$ cat src/rtl/uart_rx_pkg.sv
// Shared types and helpers for the UART receiver.
package uart_rx_pkg;

    localparam int DATA_BITS = 8;

    typedef enum logic [2:0] {
        IDLE,
        START,
        DATA,
        PARITY,
        STOP
    } rx_state_t;

    // Clock cycles per serial bit for a given system clock and line rate.
    function automatic int clks_per_bit(input int freq, input int baud);
        return freq / baud;
    endfunction

    // Expected parity bit for a data byte: even parity when odd=0, odd parity when odd=1.
    function automatic logic parity_bit(input logic [DATA_BITS-1:0] data, input logic odd);
        return (^data) ^ odd;
    endfunction

endpackage

$ cat src/rtl/uart_rx_fifo.sv
// Small synchronous FIFO for received bytes.
// Pointers carry one extra wrap bit so full and empty are told apart
// without a separate occupancy counter.
module uart_rx_fifo #(
    parameter int DATA_W = 8,
    parameter int DEPTH  = 4
) (
    input  logic              clk,
    input  logic              resetn,
    input  logic              push,
    input  logic [DATA_W-1:0] push_data,
    input  logic              pop,
    output logic [DATA_W-1:0] head_data,
    output logic              full,
    output logic              empty
);

    localparam int AW = $clog2(DEPTH);

    logic [AW:0]       wr_ptr;
    logic [AW:0]       rd_ptr;
    logic [DATA_W-1:0] mem [DEPTH];
    logic              do_push;
    logic              do_pop;

    assign empty = (wr_ptr == rd_ptr);
    assign full  = (wr_ptr[AW] != rd_ptr[AW]) && (wr_ptr[AW-1:0] == rd_ptr[AW-1:0]);

    // A pop frees the head slot in the same cycle, so a push into a full FIFO
    // still succeeds when it coincides with a pop.
    assign do_pop  = pop & ~empty;
    assign do_push = push & (~full | do_pop);

    // Head byte is masked to zero while empty so the output reads 0 out of reset.
    assign head_data = empty ? '0 : mem[rd_ptr[AW-1:0]];

    // Advance read and write pointers.
    always_ff @(posedge clk or negedge resetn) begin
        if (!resetn) begin
            wr_ptr <= '0;
            rd_ptr <= '0;
        end else begin
            if (do_push) wr_ptr <= wr_ptr + 1'b1;
            if (do_pop)  rd_ptr <= rd_ptr + 1'b1;
        end
    end

    // Storage write.
    // NOTE: the storage array has no reset; the pointers alone define which
    // entries are live, and resetting the array would only cost flops.
    always_ff @(posedge clk) begin
        if (do_push) mem[wr_ptr[AW-1:0]] <= push_data;
    end

endmodule

$ cat src/rtl/uart_rx_fifo_if.sv
// UART 8N1 receiver with a receive FIFO drained over a valid/ready pop port.
// Optional feature: define UART_RX_PARITY_EN to insert a parity bit between the
// data bits and the stop bit (adds the i_parity_odd input).
module uart_rx_fifo_if #(
    parameter int CLK_FREQ_HZ = 10_000_000,
    parameter int BAUD_RATE   = 1_000_000,
    parameter int FIFO_DEPTH  = 4
) (
    input  logic       clk,
    input  logic       resetn,
    input  logic       i_uart_rx,
    output logic [7:0] o_data,
    output logic       o_valid,
    input  logic       i_ready,
    input  logic       i_err_clr,
`ifdef UART_RX_PARITY_EN
    input  logic       i_parity_odd,
`endif
    output logic       o_frame_err,
    output logic       o_overrun,
    output logic       o_parity_err
);

    import uart_rx_pkg::*;

    localparam int CLKS_PER_BIT = clks_per_bit(CLK_FREQ_HZ, BAUD_RATE);
    localparam int CNT_W        = $clog2(CLKS_PER_BIT);
    localparam int IDX_W        = $clog2(DATA_BITS);

    localparam logic [CNT_W-1:0] CNT_LAST = CNT_W'(CLKS_PER_BIT - 1);
    localparam logic [CNT_W-1:0] CNT_MID  = CNT_W'(CLKS_PER_BIT / 2 - 1);
    localparam logic [IDX_W-1:0] IDX_LAST = IDX_W'(DATA_BITS - 1);

    logic                 rx_meta;
    logic                 rx_s;
    logic [1:0]           sync_fill;
    logic                 armed;

    rx_state_t            state, state_next;
    logic [CNT_W-1:0]     cnt, cnt_next;
    logic [IDX_W-1:0]     idx, idx_next;
    logic [DATA_BITS-1:0] shreg, shreg_next;
    logic                 bit_tick;

    logic                 fifo_push;
    logic                 fifo_full;
    logic                 fifo_empty;
    logic                 frame_set;
    logic                 overrun_set;
    logic                 frame_err;
    logic                 overrun;

    // Two-flop synchronizer on the serial input; sync_fill marks when rx_s
    // holds a real line sample rather than the reset value.
    // NOTE: state registers use non-blocking assignments so every flop samples
    // the pre-edge value of its source, which makes rx_meta -> rx_s a true
    // two-stage chain instead of collapsing into one flop.
    always_ff @(posedge clk or negedge resetn) begin
        if (!resetn) begin
            rx_meta   <= 1'b1;
            rx_s      <= 1'b1;
            sync_fill <= 2'b00;
        end else begin
            rx_meta   <= i_uart_rx;
            rx_s      <= rx_meta;
            sync_fill <= {sync_fill[0], 1'b1};
        end
    end

    // Arm start detection once the line has genuinely been seen idle; the
    // reset value of the sync flops is not trusted, so a line held low through
    // reset release is ignored until it goes high.
    always_ff @(posedge clk or negedge resetn) begin
        if (!resetn) armed <= 1'b0;
        else if (sync_fill[1] && rx_s) armed <= 1'b1;
    end

    // Receive FSM state, bit timer, bit index and shift register.
    always_ff @(posedge clk or negedge resetn) begin
        if (!resetn) begin
            state <= IDLE;
            cnt   <= '0;
            idx   <= '0;
            shreg <= '0;
        end else begin
            state <= state_next;
            cnt   <= cnt_next;
            idx   <= idx_next;
            shreg <= shreg_next;
        end
    end

    assign bit_tick = (cnt == CNT_LAST);

    // Next-state logic: start validation at mid start bit, then one sample per
    // bit tick (mid bit) for data, optional parity and stop.
    // NOTE: every output of this block gets a default before the case, so no
    // path leaves a signal unassigned and no latch is inferred.
    always_comb begin
        state_next  = state;
        cnt_next    = cnt;
        idx_next    = idx;
        shreg_next  = shreg;
        fifo_push   = 1'b0;
        frame_set   = 1'b0;
        unique case (state)
            IDLE: begin
                cnt_next = '0;
                if (armed && !rx_s) state_next = START;
            end
            START: begin
                if (cnt == CNT_MID) begin
                    cnt_next = '0;
                    if (rx_s) begin
                        state_next = IDLE;
                    end else begin
                        state_next = DATA;
                        idx_next   = '0;
                    end
                end else begin
                    cnt_next = cnt + 1'b1;
                end
            end
            DATA: begin
                cnt_next = bit_tick ? '0 : cnt + 1'b1;
                if (bit_tick) begin
                    shreg_next = {rx_s, shreg[DATA_BITS-1:1]};
                    idx_next   = idx + 1'b1;
                    if (idx == IDX_LAST) begin
`ifdef UART_RX_PARITY_EN
                        state_next = PARITY;
`else
                        state_next = STOP;
`endif
                    end
                end
            end
            PARITY: begin
                cnt_next = bit_tick ? '0 : cnt + 1'b1;
                if (bit_tick) state_next = STOP;
            end
            STOP: begin
                cnt_next = bit_tick ? '0 : cnt + 1'b1;
                if (bit_tick) begin
                    state_next = IDLE;
                    if (rx_s) fifo_push = 1'b1;
                    else      frame_set = 1'b1;
                end
            end
            default: begin
                state_next = IDLE;
                cnt_next   = '0;
            end
        endcase
    end

    uart_rx_fifo #(
        .DATA_W (DATA_BITS),
        .DEPTH  (FIFO_DEPTH)
    ) u_fifo (
        .clk       (clk),
        .resetn    (resetn),
        .push      (fifo_push),
        .push_data (shreg),
        .pop       (i_ready),
        .head_data (o_data),
        .full      (fifo_full),
        .empty     (fifo_empty)
    );

    assign o_valid     = ~fifo_empty;
    assign overrun_set = fifo_push & fifo_full & ~(i_ready & ~fifo_empty);

    // Sticky error flags: a set event in the same cycle as a clear wins.
    always_ff @(posedge clk or negedge resetn) begin
        if (!resetn) begin
            frame_err <= 1'b0;
            overrun   <= 1'b0;
        end else begin
            frame_err <= frame_set   | (frame_err & ~i_err_clr);
            overrun   <= overrun_set | (overrun   & ~i_err_clr);
        end
    end

    assign o_frame_err = frame_err;
    assign o_overrun   = overrun;

`ifdef UART_RX_PARITY_EN
    logic parity_set;
    logic parity_err;

    assign parity_set = (state == PARITY) && bit_tick &&
                        (rx_s != parity_bit(shreg, i_parity_odd));

    // Sticky parity flag; the byte itself is still pushed if the stop bit is good.
    always_ff @(posedge clk or negedge resetn) begin
        if (!resetn) parity_err <= 1'b0;
        else         parity_err <= parity_set | (parity_err & ~i_err_clr);
    end

    assign o_parity_err = parity_err;
`else
    assign o_parity_err = 1'b0;
`endif

endmodule

$ cat config.mk
export PLATFORM = sky130hd
export DESIGN_NAME = uart_rx_fifo_if
export DESIGN_NICKNAME = d
export VERILOG_FILES = /design/src/rtl/uart_rx_pkg.sv /design/src/rtl/uart_rx_fifo.sv /design/src/rtl/uart_rx_fifo_if.sv
export SDC_FILE = /design/constraint.sdc
export NUM_CORES = 1
export LEC_CHECK = 0
export ABC_CLOCK_PERIOD_IN_PS = 1700
export BUFFER_PORTS_ARGS = -buffer_cell sky130_fd_sc_hd__buf_2
export CORE_MARGIN = 5
export CORE_UTILIZATION = 47
export DETAILED_ROUTE_END_ITERATION = 16
export PLACE_DENSITY = 0.66
export SYNTH_ARGS = -nofsm -noshare
export SYNTH_HDL_FRONTEND = slang
export SYNTH_HIERARCHICAL = 1
export SYNTH_SLANG_ARGS = --single-unit
$ cat constraint.sdc
create_clock -name clk -period 1.7 [get_ports clk]
set_input_delay 0.17 -clock clk [delete_from_list [all_inputs] [get_ports clk]]
set_output_delay 0.17 -clock clk [all_outputs]
set_load 0.05 [all_outputs]
## After elaboration in Yosys (flattened, before gate mapping)

Memory sizes are Yosys's and may differ from the RTL's.
Index checks and enable logic that the tools add are counted.

| storage, ports and cells | value |
|---|---|
| register bits | 31 |
| RAM bits | 32 |
| input bits | 5 |
| output and inout port bits | 12 |
| logic and storage cells | 81 |
| memories | 1 |

| operators by class | value |
|---|---|
| add/subtract/negate cells | 4 |
| equal/unequal tests | 17 |
| multiplexer cells | 24 |
| bitwise logic cells | 13 |
| reduce and logical (&&, ||, !) cells | 10 |

Memory list:

| name | words | bits a word | read ports | clocked after Yosys merged registers in | wr ports | RTL line | source |
|---|---|---|---|---|---|---|---|
| u_fifo.mem | 4 | 8 | 1 | 0 | 1 | uart_rx_fifo.sv:22 | `logic [DATA_W-1:0] mem [DEPTH];` |

Operators by type and width:

| cell | number |
|---|---|
| $mux 3 | 9 |
| $pmux 3 s5 | 1 |
| $ne 2x2->1 const B | 7 |
| $add 3x1->3 const B | 3 |
| $mux 1 | 8 |
| $mux 4 | 2 |
| $mux 8 | 1 |
| $pmux 4 s2 | 1 |
| $and 1x1->1 | 6 |
| $eq 3x2->1 const B | 2 |
| $eq 3x3->1 const B | 2 |
| $pmux 3 s2 | 1 |
| $reduce_and 6->1 | 1 |
| $add 4x1->4 const B | 1 |
| $eq 4x3->1 const B | 1 |
| $eq 4x4->1 const B | 1 |
| $not 1->1 | 4 |
| $reduce_and 4->1 | 1 |
| $eq 3x1->1 const B | 1 |
| $eq 3x3->1 | 1 |
| $logic_and 1x1->1 | 3 |
| $logic_not 3->1 | 1 |
| $or 1x1->1 | 3 |
| $reduce_or 3->1 | 1 |
| other kinds (6) | 6 |

## Longest topological paths before layout

| logic depth | value |
|---|---|
| depth after elaboration | 7 |
| gate-level depth with buffers | 8 |
| depth with buffers taken out | 8 |

## Cells and area by module

The synthesis kept the hierarchy.

Modules (own cells, without submodules):

| module | times used | cells each | area an instance (sq um) | sequential area each (sq um) |
|---|---|---|---|---|
| uart_rx_fifo | 1 | 85 | 1,657.8 | 1,111.1 |
| uart_rx_fifo_if | 1 | 103 | 1,092.3 | 628.1 |

## Worst setup path after synthesis

No wires, ideal clock.

| timing path | value |
|---|---|
| path kind | register -> output |
| start | reg u_fifo.rd_ptr[0] |
| end | out o_data[0] |
| arrival time | 1.738 ns |
| data required time | 1.530 ns |
| path slack | -0.208 ns |
| stages on the path, launching flop included | 5 |
| path buffers | 1 |
| cells stage by stage | dfrtp_1 -> buf_4 -> xor2_2 -> nor3_2 -> nor2b_1 |

| between the ends | value |
|---|---|
| longest elaborated chain between the ends | 2 |
| elaborated cells on any way between the ends | 3 |
| those cells by class | eq/ne (1); mux (1); memory (1) |

RTL lines:

| what | RTL line | source |
|---|---|---|
| from (decl) | uart_rx_fifo.sv:21 | `logic [AW:0] rd_ptr;` |
| from (signal assigned) | uart_rx_fifo.sv:44 | `if (do_pop) rd_ptr <= rd_ptr + 1'b1;` |
| $eq 3x3->1 | uart_rx_fifo.sv:26 | `assign empty = (wr_ptr == rd_ptr);` |
| net fifo_empty | uart_rx_fifo_if.sv:47 | `logic fifo_empty;` |
| $mux 8 | uart_rx_fifo.sv:35 | `assign head_data = empty ? '0 : mem[rd_ptr[AW-1:0]];` |
| to (decl) | uart_rx_fifo_if.sv:12 | `output logic [7:0] o_data,` |

The timed path passes the listed nets, and every way through them passes these cells.

## Final worst setup path

| timing path | value |
|---|---|
| start | reg u_fifo.rd_ptr[0] |
| end | mem u_fifo.mem[0][4], enable pin |

| between the ends | value |
|---|---|
| longest elaborated chain between the ends | 7 |
| elaborated cells on any way between the ends | 10 |
| those cells by class | eq/ne (2); mux (2); bitwise (5); reduce/logical (1) |

RTL lines:

| what | RTL line | source |
|---|---|---|
| $eq 3x3->1 / $eq 2x2->1 (equally long branches) | uart_rx_fifo.sv:26, uart_rx_fifo.sv:27 |  |
| $not 1->1 / $logic_and 1x1->1 (equally long branches) | uart_rx_fifo.sv:31, uart_rx_fifo.sv:27 |  |
| $and 1x1->1 / $not 1->1 (equally long branches) | uart_rx_fifo.sv:31, uart_rx_fifo.sv:32 |  |
| $or 1x1->1 * | uart_rx_fifo.sv:32 | `assign do_push = push & (~full \| do_pop);` |
| $and 1x1->1 * | uart_rx_fifo.sv:32 |  |
| $mux 1 * | uart_rx_fifo.sv:52 | `if (do_push) mem[wr_ptr[AW-1:0]] <= push_data;` |
| $mux 1 (not written as such) * | uart_rx_fifo.sv:52 |  |
| to (decl) | uart_rx_fifo.sv:22 |  |

Every way passes the cells marked *; elsewhere a longest branch is shown, timed or not.

==> flow_summary.ini <==
[outcome]
status = complete, but fails checks
violations = negative setup slack

[floorplan]
io-pin-count = 17
die_w_um = 86.50
die-height_um = 86.50
dieArea_um2 = 7481
core-area_um2 = 5608
rows = 27
start_util = 0.4904

[cells_and_area]
fillers = 415
nNetsFinal = 265
multi_input_comb_area_um2 = 1125
drive_gt1_frac = 0.4471
insertedDiodeCount = 0
seq_area_um2 = 1743
syn_to_final_growth_pct = 32.12
finish.instance_area_um2 = 3633

[logic_synthesis]
syn_nets = 203
synth_edf_count = 32
yosysWarnings = 6
yosysSeqAreaShare = 0.6324
synth_cell_type_count = 45
synthFlopType = edfxtp_1
synth.avg_cell_area_um2 = 14.63
synthCells = 188
synth_area_leaders = edfxtp_1 (35%), dfrtp_1 (26%), mux4_2 (6.6%)
async_reset_ff_frac = 0.4921
synth_top_cells_by_count = edfxtp_1 (32), dfrtp_1 (29), nand2_1 (24), nor2b_1 (11), ha_1 (10)
synth_seq_cells = 63
synth_most_common_cell = edfxtp_1
synth_top_cell_by_area = edfxtp_1
netlist.area_leader.share = 0.3494
syn-cell-area_um2 = 2750

[worst_setup_path]
cp.required_ps = 1780
crit_path_start_kind = flip-flop
cp.arrival_ps = 1950
end_kind = flip-flop
criticalPathCategory = reg -> reg
crit_fanout = 8

[timing]
fin_crit_sh = 1.104
fin_hold_ws_ps = 175.3
setup-violations-final = 36
setup_slack_ps = -176.6
rsz0062_at_grt = true
max_slew_margin = 0.5240
min_period_ps = 1877
worstMarginPinSlew_ps = 714.0
slew_violations = 0
finClkSkew_ps = 8.997
hold_viol = 0
max_freq_ghz = 0.5329
timing.setup.tns_ps = -5196

[grt]
grt_max_degree = 32
antenna_found_initial = 0
grt_pass1_vias = 1805
overflow = 0
grt_pass1_wl_um = 8749
grt_usage = 0.1591

[routing]
via_per_inst = 5.162
wl_per_cell_um = 16.11
drc = 0
antenna_left = 0
wl_um = 5269
vias = 1688
firstDrtPassIters = 4
dr.first_iter.drc_count = 85

[clocking]
cts_tree = done
clock-root-buffer = clkbuf_8
clock-sinks = 63
clk_latency_ps = 330
htree_num_levels = 3
cts_buffers = 9
clockBufferDepth = 2
cts.clk_slew.worst_paths_ps = 70

[placement]
place_area_um2 = 3083
gp_congestion = 0.7360
post-dp-hpwl_um = 3509
io_buffers = 15

[power]
peakVddDrop_mv = 0.9146
p_leak_nw = 1.552
p_per_area_nw_per_um2 = 1544

[run]
max_cap_viol_count = 0

[worst_hold_path]
min_path_type = in -> reg
cells in the final DEF (no fill, tap or decap), types with 2 or more instances in the layout:
cell type	instances
buf_12	2
buf_2	6
a21o_1	2
and3_4	3
conb_1	2
inv_1	6
nor2_1	4
o21ai_0	3
clkbuf_8	9
xnor2_1	7
o41ai_4	2
dfrtp_1	26
mux2_4	2
mux4_2	8
edfxtp_1	32
buf_6	11
a22o_1	4
xor2_4	3
dfstp_2	2
nand2b_1	2
nor2b_1	3
and2_4	3
clkinv_2	3
clkinvlp_4	3
dlygate4sd3_1	2
nand2_1	24
nor3_1	2
buf_4	35
ha_1	9
o21ai_1	2
inv_2	3
dfrtp_2	3
nor2b_4	8
registers in the layout, summed over array words and instances (netlist names):
register and count:
cnt 4, rx_meta 1, u_fifo/rd_ptr 3, u_fifo/mem 32, u_fifo/wr_ptr 3, o_overrun 1, o_frame_err 1, shreg 8
state 3, idx 3, armed 1, rx_s 1, sync_fill 2
logic make-up (layout without fill, tap and decap cells):
logic type | Yosys count | after routing | share of synthesized area
XOR/XNOR | 10 | 10 | 0.04141
AO/OA/AOI/OAI | 21 | 21 | 0.06369
other | 2 | 2 | 0.002731
buffers and inverters | 14 | 81 | 0.02502
adder cells (fa/ha/maj) | 10 | 10 | 0.04550
multiplexers | 10 | 10 | 0.07370
AND/OR/NAND/NOR | 58 | 58 | 0.1156
flip-flops | 63 | 63 | 0.6324
layer usage:
| metal | global-route usage | vias up | part of all wire |
|---|---|---|---|
| met4 | 0.08074 | 0 | 0.017 |
| li1 | - | 795 | - |
| met3 | 0.03802 | 10 | 0.039 |
| met1 | 0.1888 | 848 | 0.41 |
| met5 | 0 | - | 0 |
| met2 | 0.2691 | 35 | 0.53 |
stage by stage:
step                      instances  setup WS (ps)  power (W)  utilization
after floorplan                 188         -207.7   0.003192            -
after global placement          293         -93.48   0.003693       0.5498
after detailed placement        293         -140.3   0.003770       0.5498
after CTS                       319         -200.3   0.005482       0.6276
after global routing            327         -233.2   0.005904       0.6479
final                           327         -176.6   0.005609       0.6479
power by group:
part / switching [W] / internal [W] / total, W
clock: 0.000547 / 0.000520 / 0.00107
combinational: 0.00146 / 0.00130 / 0.00275
sequential: 0.0000999 / 0.00169 / 0.00179
critical path, cell delays in order (launching register included):
cell	delay, ps
dfrtp_2	440
buf_12	140
xor2_4	160
buf_4	150
or4_4	500
and3_4	220
repair_timing:
| action | 4_1_cts | 5_1_grt |
|---|---|---|
| pin swaps | 4 | 5 |
| hold endpoints to repair | 30 | 0 |
| hold buffers | 2 | 0 |
| setup buffers | 8 | 8 |
| gates resized for setup | 43 | 13 |
| setup endpoints to repair | 45 | 53 |
cell type report:
cell class / count / area share
Sequential cell: 63 / 0.4797
Clock inverter: 6 / 0.01033
Timing Repair Buffer: 56 / 0.1312
Inverter: 9 / 0.009298
Multi-Input combinational cell: 111 / 0.3096
Tap cell: 72 / 0.02479
Clock buffer: 10 / 0.03512
worst paths after layout:
path | from | endpoint | slack, ps | depth (start not counted)
worst max-delay path | u_fifo/rd_ptr[0] | u_fifo/mem[0][4] | -180 | 5
worst min-delay path | i_err_clr | o_overrun | 180 | 3
worst max register to register | u_fifo/rd_ptr[0] | u_fifo/mem[0][4] | -180 | 5
worst min register to register | sync_fill[0] | sync_fill[1] | 350 | 0
max in group asynchronous | resetn | u_fifo/wr_ptr[2] | 770 | 2
min in group asynchronous | resetn | sync_fill[0] | 420 | 2
No activity file was read; power rests on OpenSTA's default activity.
